==> config.mk <==
export PLATFORM = sky130hd
export DESIGN_NAME = mips_multicycle_ctrl
export DESIGN_NICKNAME = d
export VERILOG_FILES = /design/src/rtl/mips_multicycle_ctrl.sv
export SDC_FILE = /design/constraint.sdc
export NUM_CORES = 1
export LEC_CHECK = 0
export ABC_CLOCK_PERIOD_IN_PS = 2600
export CORE_MARGIN = 2
export CORE_UTILIZATION = 40
export DETAILED_ROUTE_END_ITERATION = 8
export PLACE_DENSITY = 0.82
export SLEW_MARGIN = 20
export SYNTH_ARGS = -nofsm -noshare
export SYNTH_HDL_FRONTEND = slang
export SYNTH_SLANG_ARGS = --single-unit
==> constraint.sdc <==
create_clock -name clk -period 2.6 [get_ports clk]
set_clock_uncertainty 0.15 [all_clocks]
set_input_delay 0.65 -clock clk [delete_from_list [all_inputs] [get_ports clk]]
set_output_delay 0.65 -clock clk [all_outputs]
set_load 0.01 [all_outputs]
==> src/rtl/mips_multicycle_ctrl.sv <==
`default_nettype none
// ============================================================================
// Module      : mips_multicycle_ctrl
// Description : Multicycle MIPS control FSM. Sequences fetch, decode, ALU,
//               memory and PC-update steps and drives the datapath strobes.
//               Stalls in the memory-access states until memReady.
// Revision    : 1.0 - initial release
// ============================================================================
module mips_multicycle_ctrl #(
    parameter int STATE_W = 4
) (
    input  logic               clk,
    input  logic               reset,
    input  logic [5:0]         opcode,
    input  logic               memReady,
    output logic               pcWrite,
    output logic               pcWriteCond,
    output logic               iorD,
    output logic               memRead,
    output logic               memWrite,
    output logic               irWrite,
    output logic               memToReg,
    output logic [1:0]         pcSource,
    output logic [1:0]         aluOp,
    output logic               aluSrcA,
    output logic [1:0]         aluSrcB,
    output logic               regWrite,
    output logic               regDst,
    output logic               instrDone,
    output logic               illegalOp,
    output logic [STATE_W-1:0] state
);

    localparam logic [STATE_W-1:0] c_FETCH  = STATE_W'(0);
    localparam logic [STATE_W-1:0] c_DECODE = STATE_W'(1);
    localparam logic [STATE_W-1:0] c_MEMADR = STATE_W'(2);
    localparam logic [STATE_W-1:0] c_MEMRD  = STATE_W'(3);
    localparam logic [STATE_W-1:0] c_MEMWB  = STATE_W'(4);
    localparam logic [STATE_W-1:0] c_MEMWR  = STATE_W'(5);
    localparam logic [STATE_W-1:0] c_EXEC   = STATE_W'(6);
    localparam logic [STATE_W-1:0] c_ALUWB  = STATE_W'(7);
    localparam logic [STATE_W-1:0] c_BRANCH = STATE_W'(8);
    localparam logic [STATE_W-1:0] c_ADDIEX = STATE_W'(9);
    localparam logic [STATE_W-1:0] c_ADDIWB = STATE_W'(10);
    localparam logic [STATE_W-1:0] c_JUMP   = STATE_W'(11);

    localparam logic [5:0] c_OP_RTYPE = 6'b000000;
    localparam logic [5:0] c_OP_LW    = 6'b100011;
    localparam logic [5:0] c_OP_SW    = 6'b101011;
    localparam logic [5:0] c_OP_BEQ   = 6'b000100;
    localparam logic [5:0] c_OP_ADDI  = 6'b001000;
    localparam logic [5:0] c_OP_J     = 6'b000010;

    logic [STATE_W-1:0] r_state;
    logic [STATE_W-1:0] w_next;
    logic               r_is_load;

    assign state = r_state;

    // Next-state selection; opcode is only consulted while in DECODE.
    always_comb begin
        w_next = c_FETCH;
        case (r_state)
            c_FETCH:  w_next = memReady ? c_DECODE : c_FETCH;
            c_DECODE: begin
                case (opcode)
                    c_OP_LW, c_OP_SW: w_next = c_MEMADR;
                    c_OP_RTYPE:       w_next = c_EXEC;
                    c_OP_BEQ:         w_next = c_BRANCH;
                    c_OP_ADDI:        w_next = c_ADDIEX;
                    c_OP_J:           w_next = c_JUMP;
                    default:          w_next = c_FETCH;
                endcase
            end
            c_MEMADR: w_next = r_is_load ? c_MEMRD : c_MEMWR;
            c_MEMRD:  w_next = memReady ? c_MEMWB : c_MEMRD;
            c_MEMWB:  w_next = c_FETCH;
            c_MEMWR:  w_next = memReady ? c_FETCH : c_MEMWR;
            c_EXEC:   w_next = c_ALUWB;
            c_ALUWB:  w_next = c_FETCH;
            c_BRANCH: w_next = c_FETCH;
            c_ADDIEX: w_next = c_ADDIWB;
            c_ADDIWB: w_next = c_FETCH;
            c_JUMP:   w_next = c_FETCH;
            default:  w_next = c_FETCH;
        endcase
    end

    // Moore strobe decode; only the memory-completion strobes look at memReady.
    always_comb begin
        pcWrite     = 1'b0;
        pcWriteCond = 1'b0;
        iorD        = 1'b0;
        memRead     = 1'b0;
        memWrite    = 1'b0;
        irWrite     = 1'b0;
        memToReg    = 1'b0;
        pcSource    = 2'b00;
        aluOp       = 2'b00;
        aluSrcA     = 1'b0;
        aluSrcB     = 2'b00;
        regWrite    = 1'b0;
        regDst      = 1'b0;
        instrDone   = 1'b0;
        illegalOp   = 1'b0;
        case (r_state)
            c_FETCH: begin
                memRead = 1'b1;
                aluSrcB = 2'b01;
                irWrite = memReady;
                pcWrite = memReady;
            end
            c_DECODE: begin
                aluSrcB = 2'b11;
                case (opcode)
                    c_OP_LW, c_OP_SW, c_OP_RTYPE,
                    c_OP_BEQ, c_OP_ADDI, c_OP_J: illegalOp = 1'b0;
                    default:                     illegalOp = 1'b1;
                endcase
            end
            c_MEMADR: begin
                aluSrcA = 1'b1;
                aluSrcB = 2'b10;
            end
            c_MEMRD: begin
                memRead = 1'b1;
                iorD    = 1'b1;
            end
            c_MEMWB: begin
                regWrite  = 1'b1;
                memToReg  = 1'b1;
                instrDone = 1'b1;
            end
            c_MEMWR: begin
                memWrite  = 1'b1;
                iorD      = 1'b1;
                instrDone = memReady;
            end
            c_EXEC: begin
                aluSrcA = 1'b1;
                aluOp   = 2'b10;
            end
            c_ALUWB: begin
                regWrite  = 1'b1;
                regDst    = 1'b1;
                instrDone = 1'b1;
            end
            c_BRANCH: begin
                aluSrcA     = 1'b1;
                aluOp       = 2'b01;
                pcWriteCond = 1'b1;
                pcSource    = 2'b01;
                instrDone   = 1'b1;
            end
            c_ADDIEX: begin
                aluSrcA = 1'b1;
                aluSrcB = 2'b10;
            end
            c_ADDIWB: begin
                regWrite  = 1'b1;
                instrDone = 1'b1;
            end
            c_JUMP: begin
                pcWrite   = 1'b1;
                pcSource  = 2'b10;
                instrDone = 1'b1;
            end
            default: begin
                pcWrite = 1'b0;
            end
        endcase
    end

    // State register plus the lw/sw flag captured while the opcode is valid.
    always_ff @(posedge clk) begin
        if (reset) begin
            r_state   <= c_FETCH;
            r_is_load <= 1'b0;
        end else begin
            r_state <= w_next;
            if (r_state == c_DECODE) begin
                r_is_load <= (opcode == c_OP_LW);
            end
        end
    end

endmodule
`default_nettype wire

## Yosys cells after proc, flatten, opt, wreduce, memory -nomap -nowiden

Cells that the tools add are included.

| word-level totals | value |
|---|---|
| bits in registers | 5 |
| input port bits | 9 |
| word-level logic and storage cells | 50 |

| cells by class | value |
|---|---|
| equal/unequal tests | 16 |
| muxes and demuxes | 22 |
| reduce and logical (&&, ||, !) cells | 10 |

Operator list:

| kind | number |
|---|---|
| $pmux W4 S7 | 1 |
| $pmux W4 S5 | 1 |
| $eq A4 B3 Y1 const B | 4 |
| $eq A4 B4 Y1 const B | 4 |
| $eq A6 B6 Y1 const B | 2 |
| $mux W1 | 12 |
| $mux W3 | 3 |
| $eq A4 B2 Y1 const B | 2 |
| $pmux W2 S2 | 2 |
| $reduce_or A2 Y1 | 4 |
| $eq A6 B2 Y1 const B | 1 |
| $eq A6 B3 Y1 const B | 1 |
| $eq A6 B4 Y1 const B | 1 |
| $logic_not A6 Y1 | 1 |
| $pmux W2 S3 | 1 |
| $reduce_or A6 Y1 | 1 |
| $reduce_or A5 Y1 | 1 |
| $eq A4 B1 Y1 const B | 1 |
| $logic_not A4 Y1 | 1 |
| $pmux W1 S2 | 2 |
| $reduce_or A4 Y1 | 1 |
| $reduce_or A3 Y1 | 1 |

## Depth between registers and ports, before layout

| depth | value |
|---|---|
| word-level depth | 4 |
| mapped depth | 5 |

## Worst setup path before layout

No wires, ideal clock.

| timing | value |
|---|---|
| kind | input -> output |
| start point | input port opcode[2] |
| end point | output port illegalOp |
| data arrival time | 1.427 ns |
| required time | 1.800 ns |
| slack | 0.373 ns |
| stages | 4 |
| buffers on the path | 0 |
| cells stage by stage | xor2_1 o21ai_0 nor4_1 nor4_1 |

| between the ends | value |
|---|---|
| longest elaborated chain between the ends | 4 |
| elaborated cells between the ends (all ways) | 9 |

RTL lines:

| item | RTL line | source |
|---|---|---|
| start: declaration | 14 | `input logic [5:0] opcode,` |
| $eq A6 B6 Y1, or another cell as far along | 115 | `case (opcode)` |
| $reduce_or A6 Y1 (*) | 115 |  |
| $mux W1 (*) | 115 |  |
| $mux W1 (*) | 106 | `case (r_state)` |
| end: declaration | 30 | `output logic illegalOp,` |

Every way passes the cells marked *; elsewhere a longest branch is shown, timed or not.

## Worst setup path after layout

| timing | value |
|---|---|
| start point | input port opcode[3] |
| end point | output port illegalOp |

Same word-level chain as after synthesis.

==> results.rst <==
.. list-table::
   :header-rows: 1

   * - Metric
     - Value
   * - Number of instances in the synthesized netlist
     - 82
   * - Worst Hold Endpoint
     - r_is_load
   * - Synth Net Count
     - a little over 90
   * - Share of the synthesized netlist area taken by xor and xnor gates
     - 0.0464
   * - Top cell by count, worst path
     - sky130_fd_sc_hd__nor4_1
   * - Post-route DRC
     - 0
   * - Endpoint required time on the critical path
     - about 1800 ps
   * - Post-route clock period utilization
     - 1.00
   * - Max Clock Freq
     - ~0.38 GHz
   * - Max-Slew Margin vs Limit
     - 0.740
   * - Hold-fix buffers at CTS
     - 0
   * - Data arrival at the endpoint of the critical path
     - 1810 ps
   * - Clock-pin slew on the worst setup and hold paths
     - roughly 50 ps
   * - Number of buffers and inverters on the critical path
     - 2
   * - Maximum clock insertion buffer count
     - 2
   * - Hold path cells
     - 2
   * - Antenna violations before repair
     - 0
   * - Reported max-cap violation count
     - 0
   * - Power share of the sequential group
     - 0.297
   * - Worst r2r path cells
     - 5
   * - Min setup slack post-route
     - -11.0 ps
   * - Initial detailed-routing violation count
     - 15
   * - Share of final-layout standard cells stronger than drive strength 1
     - 0.273
   * - Number of ports placed on the die boundary
     - 31
   * - Cell area after synthesis
     - ~570 um^2
   * - Sequential fraction of the synthesis area
     - 0.177
   * - TritonCTS clock tree
     - done
   * - Peak ir drop on the vdd network
     - between 0.2 and 0.25 mV
   * - Clock power frac
     - 0.353
   * - Total power density per cell area
     - between 200 and 250 mW/mm^2
   * - Via count of the first global-routing pass
     - between 700 and 800
   * - Maximum number of pins on one net before global-route repair
     - 18
   * - Mux contribution to synthesized area
     - 0.0375
   * - Chip Width
     - around 42 um
   * - Net count reported at finish
     - roughly 140
   * - Area Overhead vs Synth
     - 89.8%
   * - Largest family of logic cells by synthesized area
     - simple AND/OR/NAND/NOR gates
   * - Endpoint of the worst-slack reg-to-reg timing path
     - state[0]
   * - Post-synthesis sequential element count
     - 5
   * - Drt first pass iters
     - 4
   * - Result of the run
     - complete, but fails checks
   * - Origin of the worst min-delay path
     - r_is_load
   * - Critical Path Slowest Stage Cell
     - sky130_fd_sc_hd__nor4_1
   * - Area contributors post-synth
     - sky130_fd_sc_hd__dfxtp_1 (18%), sky130_fd_sc_hd__nand2b_1 (8.8%), sky130_fd_sc_hd__nor3_1 (8.8%)
   * - Number of vias in the routed layout
     - just over 800
   * - Final-report setup violation count
     - 1
   * - Switch Pwr
     - just over 0.08 mW
   * - Yosys top cell by area
     - sky130_fd_sc_hd__dfxtp_1
   * - Share of the synthesized area in the top cell type
     - 0.177
   * - Commonest cells after routing, fill and taps aside
     - sky130_fd_sc_hd__buf_4 (16), sky130_fd_sc_hd__clkdlybuf4s50_1 (12), sky130_fd_sc_hd__dlymetal6s2s_1 (10), sky130_fd_sc_hd__nor2_1 (9), sky130_fd_sc_hd__nor3_1 (8)
   * - Simple logic cell fraction of the synthesized area
     - 0.470
   * - Critical path, cell by cell
     - dlygate4sd2_1, xor2_1, o21ai_1, nor4_1, nor4_1, buf_2
   * - Slew at the pin closest to its max-slew limit
     - about 390 ps
   * - Final HPWL DP
     - about 1400 um
   * - CTS sink cnt
     - 5
   * - Synthesized-area fraction occupied by ao, oa, aoi and oai cells
     - 0.216
   * - Worst setup SP type
     - input pin
   * - Final non-filler cell total
     - ~140
   * - Yosys warnings
     - 0
   * - Number of I/O port buffers
     - 30
   * - Maximum fanout encountered on the critical timing path
     - 5
   * - Final Hold Fails
     - 0
   * - Area of the core
     - 0.00132 mm^2
   * - CTS Root Buffer Type
     - sky130_fd_sc_hd__clkbuf_4
   * - Post-DR vias/cell
     - roughly 5.7
   * - Kind of cell adding the most delay to the critical path
     - buffers and inverters
   * - Row count
     - 13
   * - R2R Setup Slk
     - between 900 and 1000 ps
   * - Category of the most critical setup path
     - input pin to output pin
   * - Later-pin clock latency in the skew report
     - between 200 and 300 ps
   * - Total routed wirelength
     - between 2000 and 2500 um
   * - Unique masters post-synth
     - 32
   * - First-pass GRT wire length
     - about 3100 um
   * - Filler Cells Inserted
     - 75
   * - Standby leakage power
     - around 0.53 nW
   * - Leading cell type in the layout, fill and taps excluded
     - sky130_fd_sc_hd__buf_4
   * - Hold_ws
     - 425 ps
   * - CP Capture Type
     - output pin
   * - Die Y-Extent
     - between 40 and 50 um
   * - Starting density of the core
     - 0.430
   * - Longest individual stage delay on the worst path
     - about 320 ps
   * - Placed instance count
     - between 100 and 150
   * - Violations in the final reports
     - setup timing
   * - Internal Power
     - approximately 0.18 mW
   * - Time the final worst path needs with I/O delays and setup
     - between 2000 and 3000 ps
   * - Average cell area after synthesis
     - about 6.9 um^2
   * - Type of the tightest min-delay check
     - register to register
   * - Average routed wire per standard cell
     - 15.1 um
   * - Global placer's final weighted congestion
     - between 0.8 and 0.9
   * - Cts bufs inserted
     - 3
   * - Number of antenna-violating nets in the routed design
     - 0
   * - Adder-cell share of the synthesized area
     - 0
   * - Total track usage
     - 0.231
   * - Die area
     - around 0.0017 mm^2
   * - Max-slew violation count
     - 0
   * - H-tree lvl count
     - 1
   * - Number of antenna diodes
     - 0
   * - Combinational share of power
     - 0.350
   * - Crit Reg-Reg Startpoint
     - state[3]
   * - Switching share of total power
     - 0.307
   * - Total congestion overflow
     - 0
sequential cells by signal, indices dropped and copies added (netlist names):
register	flops
state	4
r_is_load	1
worst max path at each step:
stage	from	end	slack, ps	depth (start not counted)
floorplan	opcode[2]	illegalOp	370	4
global route	opcode[3]	illegalOp	-90	6
detailed placement	opcode[3]	illegalOp	-590	5
CTS	opcode[0]	illegalOp	-210	5
finish	opcode[3]	illegalOp	-10	6
global placement	opcode[3]	illegalOp	-530	6
through the flow:
step	setup TNS [ps]	power (mW)	utilization	worst slack, ps	instance area (um^2)
after floorplan	0	0.116	-	373	567
after global placement	-1280	0.169	0.746	-533	983
after detailed placement	-1350	0.171	0.746	-585	983
after CTS	-213	0.267	0.792	-213	1040
after global routing	-145	0.283	0.817	-89.3	1080
final	-11.0	0.267	0.817	-11.0	1080
worst reg2reg max path, stage by stage, from the launching register on:
cell and delay, ps:
sky130_fd_sc_hd__dfxtp_1 310, sky130_fd_sc_hd__or4b_4 560, sky130_fd_sc_hd__buf_4 170, sky130_fd_sc_hd__nor3_4 170, sky130_fd_sc_hd__nand2_1 90, sky130_fd_sc_hd__a21oi_1 170
power groups by stage:
stage          combinational, mW  sequential (mW)  clock (mW)
6_report                  0.0933           0.0792      0.0942
5_1_grt                   0.0998           0.0793       0.104
4_1_cts                   0.0911           0.0792      0.0968
3_5_place_dp              0.0910           0.0804           0
3_3_place_gp              0.0888           0.0803           0
2_1_floorplan             0.0341           0.0821           0
cells in the mapped netlist, drive strengths merged:
cell type and number:
a22oi 1, a21oi 5, nor3b 1, nor2 9, nor3 11, or3 1, or2 1, nand2 5
nand2b 8, mux2i 1, mux2 1, xor2 1, clkbuf 2, xnor2 2, o22a 1, a2111o 1
nand3b 3, a31oi 1, nor4 3, o21bai 1, nand3 2, o21ai 6, o21a 1, dfxtp 5
nor2b 2, buf 4, a2bb2oi 1, or4b 1, o22ai 1
per-layer routing:
metal	vias to the layer above	global-route usage	wire length (um)
met5	-	0	0
met4	0	0.0645	59
met3	7	0.0652	121
met2	36	0.406	1130
met1	374	0.270	842
li1	392	-	-
area by class of cell:
type | instances | area (um^2) | area share
sequential | 5 | 100 | 0.0930
clock buffer | 4 | 26.3 | 0.0244
timing repair buffer | 48 | 457 | 0.424
multi-input combinational | 71 | 474 | 0.441
tap | 15 | 18.8 | 0.0174
cell families after synthesis:
family	after synthesis
AND/OR/NAND/NOR	47
XOR/XNOR	3
buffers and inverters	6
flip-flops	5
AO/OA/AOI/OAI	19
multiplexers	2
what timing repair did:
item	CTS	global route
resized for setup	22	13
pin swaps	1	4
setup endpoints to repair	9	6
setup buffers	1	0
No activity file was read; power rests on OpenSTA's default activity.
